`src/rtl/ddr_rd_bw_sched.sv`:
```
// Sequencer for the DDR bandwidth test: issues a programmed series of single-burst reads
// through the burst reader's START/IDLE handshake and counts AXIS beats and elapsed cycles.
module ddr_rd_bw_sched #(
    parameter int DATA_WIDTH = 64,
    parameter int CNT_WIDTH  = 32
) (
    input  logic                  clk,
    input  logic                  rstn,
    input  logic                  CTRL_START,
    input  logic [31:0]           CTRL_BASE,
    input  logic [31:0]           CTRL_LEN,
    input  logic [31:0]           CTRL_NBURST,
    input  logic [31:0]           CTRL_STRIDE,
    output logic                  STAT_BUSY,
    output logic                  STAT_DONE,
    output logic [1:0]            STAT_ERR,
    output logic [CNT_WIDTH-1:0]  STAT_CYCLES,
    output logic [CNT_WIDTH-1:0]  STAT_BEATS,
    output logic                  rd_start,
    output logic [31:0]           rd_addr,
    output logic [31:0]           rd_len,
    input  logic                  rd_idle,
    input  logic                  s_axis_tvalid,
    input  logic [DATA_WIDTH-1:0] s_axis_tdata,
    output logic                  s_axis_tready
);
    localparam int BPB = DATA_WIDTH / 8;

    typedef enum logic [2:0] {IDLE, CHECK, ISSUE, WAIT_ACK, WAIT_DONE, NEXT} state_t;

    state_t                 state_reg, state_next;
    logic                   start_d_reg;
    logic [31:0]            len_reg, len_next;
    logic [31:0]            remaining_reg, remaining_next;
    logic [31:0]            stride_reg, stride_next;
    logic [31:0]            addr_reg, addr_next;
    logic                   first_reg, first_next;
    logic                   counting_reg, counting_next;
    logic                   busy_reg, busy_next;
    logic                   done_reg, done_next;
    logic [1:0]             err_reg, err_next;
    logic [CNT_WIDTH-1:0]   cycles_reg, cycles_next;
    logic [CNT_WIDTH-1:0]   beats_reg, beats_next;
    logic                   rd_start_reg, rd_start_next;
    logic [31:0]            rd_addr_reg, rd_addr_next;
    logic [31:0]            rd_len_reg, rd_len_next;

    logic                   start_edge;
    logic                   clear;
    logic                   beat;
    logic [47:0]            end_addr;
    logic                   tdata_unused;

    assign tdata_unused  = ^s_axis_tdata;
    assign s_axis_tready = rstn;
    assign beat          = s_axis_tvalid & s_axis_tready;
    assign start_edge    = CTRL_START & ~start_d_reg;
    // Only meaningful once LEN has passed the range check in the same cycle.
    assign end_addr      = 48'(addr_reg[11:0]) + 48'(len_reg) * 48'(BPB);

    always_comb begin
        state_next     = state_reg;
        len_next       = len_reg;
        remaining_next = remaining_reg;
        stride_next    = stride_reg;
        addr_next      = addr_reg;
        first_next     = first_reg;
        counting_next  = counting_reg;
        busy_next      = busy_reg;
        done_next      = done_reg;
        err_next       = err_reg;
        rd_start_next  = rd_start_reg;
        rd_addr_next   = rd_addr_reg;
        rd_len_next    = rd_len_reg;
        clear          = 1'b0;

        case (state_reg)
            IDLE: begin
                if (start_edge) begin
                    len_next       = CTRL_LEN;
                    remaining_next = CTRL_NBURST;
                    stride_next    = CTRL_STRIDE;
                    addr_next      = CTRL_BASE;
                    first_next     = 1'b1;
                    busy_next      = 1'b1;
                    done_next      = 1'b0;
                    err_next       = 2'd0;
                    clear          = 1'b1;
                    state_next     = CHECK;
                end
            end
            CHECK: begin
                if (len_reg == 32'd0 || len_reg > 32'd256 || remaining_reg == 32'd0) begin
                    err_next      = 2'd1;
                    busy_next     = 1'b0;
                    counting_next = 1'b0;
                    state_next    = IDLE;
                end else if (end_addr > 48'd4096) begin
                    err_next      = 2'd2;
                    busy_next     = 1'b0;
                    counting_next = 1'b0;
                    state_next    = IDLE;
                end else begin
                    state_next = ISSUE;
                end
            end
            ISSUE: begin
                // The reader must be idle before the very first start of a run.
                if (!first_reg || rd_idle) begin
                    rd_addr_next  = addr_reg;
                    rd_len_next   = len_reg;
                    rd_start_next = 1'b1;
                    first_next    = 1'b0;
                    if (first_reg) begin
                        counting_next = 1'b1;
                    end
                    state_next = WAIT_ACK;
                end
            end
            WAIT_ACK: begin
                if (!rd_idle) begin
                    rd_start_next = 1'b0;
                    state_next    = WAIT_DONE;
                end
            end
            WAIT_DONE: begin
                if (rd_idle) begin
                    if (remaining_reg == 32'd1) begin
                        counting_next = 1'b0;
                    end
                    state_next = NEXT;
                end
            end
            NEXT: begin
                remaining_next = remaining_reg - 32'd1;
                if (remaining_reg == 32'd1) begin
                    done_next  = 1'b1;
                    busy_next  = 1'b0;
                    state_next = IDLE;
                end else begin
                    addr_next  = addr_reg + stride_reg;
                    state_next = CHECK;
                end
            end
            default: state_next = IDLE;
        endcase

        cycles_next = cycles_reg;
        if (clear) begin
            cycles_next = '0;
        end else if (counting_reg && cycles_reg != '1) begin
            cycles_next = cycles_reg + 1'b1;
        end

        // A run-start clear takes priority over a beat in the same cycle.
        beats_next = beats_reg;
        if (clear) begin
            beats_next = '0;
        end else if (beat && beats_reg != '1) begin
            beats_next = beats_reg + 1'b1;
        end
    end

    always_ff @(posedge clk or negedge rstn) begin
        if (!rstn) begin
            state_reg     <= IDLE;
            start_d_reg   <= 1'b0;
            len_reg       <= '0;
            remaining_reg <= '0;
            stride_reg    <= '0;
            addr_reg      <= '0;
            first_reg     <= 1'b0;
            counting_reg  <= 1'b0;
            busy_reg      <= 1'b0;
            done_reg      <= 1'b0;
            err_reg       <= '0;
            cycles_reg    <= '0;
            beats_reg     <= '0;
            rd_start_reg  <= 1'b0;
            rd_addr_reg   <= '0;
            rd_len_reg    <= '0;
        end else begin
            state_reg     <= state_next;
            start_d_reg   <= CTRL_START;
            len_reg       <= len_next;
            remaining_reg <= remaining_next;
            stride_reg    <= stride_next;
            addr_reg      <= addr_next;
            first_reg     <= first_next;
            counting_reg  <= counting_next;
            busy_reg      <= busy_next;
            done_reg      <= done_next;
            err_reg       <= err_next;
            cycles_reg    <= cycles_next;
            beats_reg     <= beats_next;
            rd_start_reg  <= rd_start_next;
            rd_addr_reg   <= rd_addr_next;
            rd_len_reg    <= rd_len_next;
        end
    end

    assign STAT_BUSY   = busy_reg;
    assign STAT_DONE   = done_reg;
    assign STAT_ERR    = err_reg;
    assign STAT_CYCLES = cycles_reg;
    assign STAT_BEATS  = beats_reg;
    assign rd_start    = rd_start_reg;
    assign rd_addr     = rd_addr_reg;
    assign rd_len      = rd_len_reg;
endmodule

```
`config.mk`:
```
export PLATFORM = sky130hd
export DESIGN_NAME = ddr_rd_bw_sched
export DESIGN_NICKNAME = d
export VERILOG_FILES = /design/src/rtl/ddr_rd_bw_sched.sv
export SDC_FILE = /design/constraint.sdc
export NUM_CORES = 1
export LEC_CHECK = 0
export BUFFER_PORTS_ARGS = -buffer_cell sky130_fd_sc_hd__buf_2
export CORE_ASPECT_RATIO = 0.5
export CORE_MARGIN = 2
export CORE_UTILIZATION = 50
export CTS_CLUSTER_SIZE = 30
export DETAILED_ROUTE_END_ITERATION = 10
export PLACE_DENSITY = 0.78
export SETUP_SLACK_MARGIN = 0.1
export SYNTH_ARGS = -nofsm -noshare
export SYNTH_HDL_FRONTEND = slang
export SYNTH_SLANG_ARGS = --single-unit
export TNS_END_PERCENT = 5
```
`constraint.sdc`:
```
create_clock -name clk -period 8.6 [get_ports clk]
set_clock_uncertainty 0.1 [all_clocks]
set_input_delay 1.72 -clock clk [delete_from_list [all_inputs] [get_ports clk]]
set_output_delay 1.72 -clock clk [all_outputs]
set_load 0.005 [all_outputs]
```
==> flow_summary.yaml <==
floorplanning:
  dieWidth_um: 239
  dieArea_sq_um: 29000
  floorplan.die.height_um: 121
  start_util: 0.515
  core_region_area_sq_um: 26800
  fp-row-count: 42
  number_of_top_level_design_ports: 331
min_path:
  min_to: "stride_reg[23]"
  min_from: "stride_reg[23]"
  timing.hold.worst.class: "flop to flop"
  min_delay_path_depth: 2
clock_network:
  tritoncts.num_buffers: 26
  ctsLongestPathBuffers: 3
  post_cts_resize_count: 0
  clock-sinks: 267
  cts_tree: "yes"
  worstSkewPairLatency_ps: 540
  post_cts_setup_buffers: 0
  h_tree_level_count: 1
  cts_hold_buf: 0
  clock_tree.root_cell: "clkbuf_16"
  worst_setup_hold_path_clk_slew_ps: 60
power_and_ir_drop:
  design_power_total_mw: 4.16
  cell_internal_power_mw: 2.79
  irDropWorstVdd_mv: 0.134
  power.switching_mw: 1.38
  pwr_density_cell_nw_per_um2: 254
  clock_share_of_power: 0.306
  comb_power_share: 0.287
  power_leakage_nw: 8.16
  power_frac_seq: 0.407
  netSwitchingFraction: 0.330
routing:
  drt-vias-per-instance: 5.62
  ant_nets: 0
  wl_per_cell_um: 16.8
  routed-via-count: 11800
  detail_route.drc_violations: 0
  drtIter0Drc: 738
  drt_first_pass_iters: 5
  drt_wl_total_mm: 35.3
yosys:
  synth.cell_area_sq_um: 13800
  postSynthNetCount: 1724
  postSynth.asyncResetShare: 1.00
  synth-edff-count: 0
  syn-mean-instance-area_sq_um: 9.33
  yosys_register_bits: 267
  synth_cells: 1480
  yosysWarnings: 0
  synth-seq-area-share: 0.484
  main_synth_ff_type: "dfrtp_1"
  netlist-cell-type-count: 70
grt:
  via_count_of_the_first_global_routing_pass: 11500
  grt_first_pass_wirelength_mm: 57.8
  track_usage: 0.248
  globalRouteOverflowTotal: 0
  grt_antenna_before_repair: 5
  grt_start_max_net_pins: 93
timing:
  maxSlewHeadroom: 0.316
  layout_worst_path_cycle_share: 0.503
  final-hold-violation-count: 0
  post-route-worst-setup-slack_ps: 4280
  transition_at_the_pin_with_the_smallest_max_transition_slack_ps: 1010
  max_clock_freq_ghz: 0.231
  setup_repair_after_global_routing_missed_its_margin: "false"
  final.setup.tns_ps: 0
  setup_viol_count_final: 0
  finalWorstPathRequiredPeriod_ps: 4320
  maxSlewViolCount: 0
layout:
  final_net_count: 1968
  multi_input_comb_area_sq_um: 6780
  filler_cell_count: 2273
  finalNonFillerCells: 2101
  final_layout_size_suffix_gt1_frac: 0.236
  layout.area.seq_sq_um: 6680
  area_delta_synth_final_pct: 18.8
placed_design:
  place.port_buffers: 266
  gp_congestion: 0.894
  post-place-ws_ps: 4100
  dp.final_hpwl_mm: 24.9
  place.detailed.instances: 2048
setup_path:
  crit_path_max_fanout: 92
  worstPathBufferInverterCount: 2
  critical-path-slowest-cell: "buf_8"
  stage_delay_of_the_slowest_cell_on_the_critical_path_ps: 500
  end_kind: "output port"
  worst_r2r_endpoint: "addr_reg[26]"
  critPathLaunchType: "primary input"
  regToRegSetupSlack_ps: 4290
  rr_worst_depth: 9
  worstSetupPathType: "primary input to output port"
  regToRegStartpoint: "remaining_reg[2]"
  critical_path_cell_by_cell: "buf_8, buf_2"
  worst_ep_arrival_time_ps: 2500
  data_required_time_of_the_critical_path_ps: 6780
  worst_path_dominant_cell_family: "buffers and inverters"
run:
  max_cap_viol_count: 0
outcome:
  run_status: "finished, final reports clean"
-- metal layers --
metal  track usage  up-vias  wire length, um
li1              -     5687                -
met2         0.411      289            16700
met1         0.328     5758            15800
met5             0        -                0
met4        0.0918        0             1170
met3        0.0421       72             1640
-- cells by family after synthesis --
family,after synthesis,synth area share
xor gates and xnor gates,78,0.0495
muxes,69,0.0558
DFF,267,0.484
buffers and inverters,89,0.0262
adders and majority gates,47,0.0437
AOI/OAI and AO/OA,266,0.122
and+or+nand+nor,664,0.219
-- power groups by stage --
stage          registers (mW)  logic (mW)  clock network [mW]
2_1_floorplan            1.65       0.872                   0
3_3_place_gp             1.70        1.16                   0
3_5_place_dp             1.71        1.19                   0
4_1_cts                  1.69        1.20                1.30
5_1_grt                  1.73        1.36                1.36
6_report                 1.69        1.20                1.27
-- worst min-delay path: stages, from the launching register on --
cell and delay, ps:
dfrtp_1 350, nand2_1 50, nand2_1 50
-- metrics by stage --
stage / hold WS [ps] / instance area, sq um / utilization
6_report: 382 / 16400 / 0.612
5_1_grt: 416 / 16400 / 0.612
4_1_cts: 389 / 16400 / 0.612
3_5_place_dp: 372 / 15400 / 0.576
3_3_place_gp: 359 / 15400 / 0.576
2_1_floorplan: 352 / 13800 / -
-- worst max path at each step --
stage,slack [ps],cells past startpoint,startpoint,end
floorplan,4950,1,rstn,s_axis_tready
global placement,4110,8,rstn,STAT_BEATS[28]
detailed placement,4100,8,rstn,STAT_BEATS[26]
CTS,4230,2,rstn,s_axis_tready
global route,4030,9,remaining_reg[2],addr_reg[26]
finish,4280,2,rstn,s_axis_tready
-- cells in the mapped netlist (11+ instances only) --
cell	number	area [sq um]
clkbuf_1	51	191
xor2_1	45	394
mux2_2	64	721
nand2_1	328	1230
nor4_1	17	106
inv_1	28	105
a21oi_1	91	455
o21ai_0	62	310
a31oi_1	17	106
nor3_1	26	130
xnor2_1	33	289
and3_1	16	100
nor2_1	123	462
nand4_1	19	119
or3_1	22	138
o211ai_1	22	165
ha_1	45	563
o311ai_0	11	96.3
dfrtp_1	267	6680
nand3_1	48	240
-- cell type report --
cell class / count / area share
inverter: 29 / 0.00664
antenna: 5 / 0.000763
clock buffer: 33 / 0.0450
sequential: 267 / 0.407
clock inverter: 15 / 0.0134
multi-input combinational: 1124 / 0.414
tap: 352 / 0.0269
timing repair buffer: 276 / 0.0864
-- cells in the final DEF (no fill, tap or decap), drive strengths merged, types with 5 or more instances in the layout --
| master | instances |
|---|---|
| buf | 276 |
| nand2b | 8 |
| a221oi | 5 |
| nor2 | 125 |
| nand4 | 19 |
| nand3 | 48 |
| xor2 | 45 |
| dfrtp | 267 |
| or3 | 22 |
| nor2b | 10 |
| bufinv | 5 |
| and4 | 10 |
| o211ai | 22 |
| and2 | 7 |
| a21o | 8 |
| nand2 | 328 |
| a21oi | 91 |
| a211oi | 5 |
| nor4 | 19 |
| inv | 29 |
| or2 | 8 |
| o311ai | 11 |
| clkbuf | 33 |
| o21ai | 62 |
| diode | 5 |
| mux2 | 64 |
| and3 | 16 |
| a221o | 9 |
| clkinv | 8 |
| or4 | 8 |
| xnor2 | 33 |
| a31oi | 17 |
| nor3 | 28 |
| ha | 45 |
| mux2i | 5 |
Power figures use the tool's default switching activity.
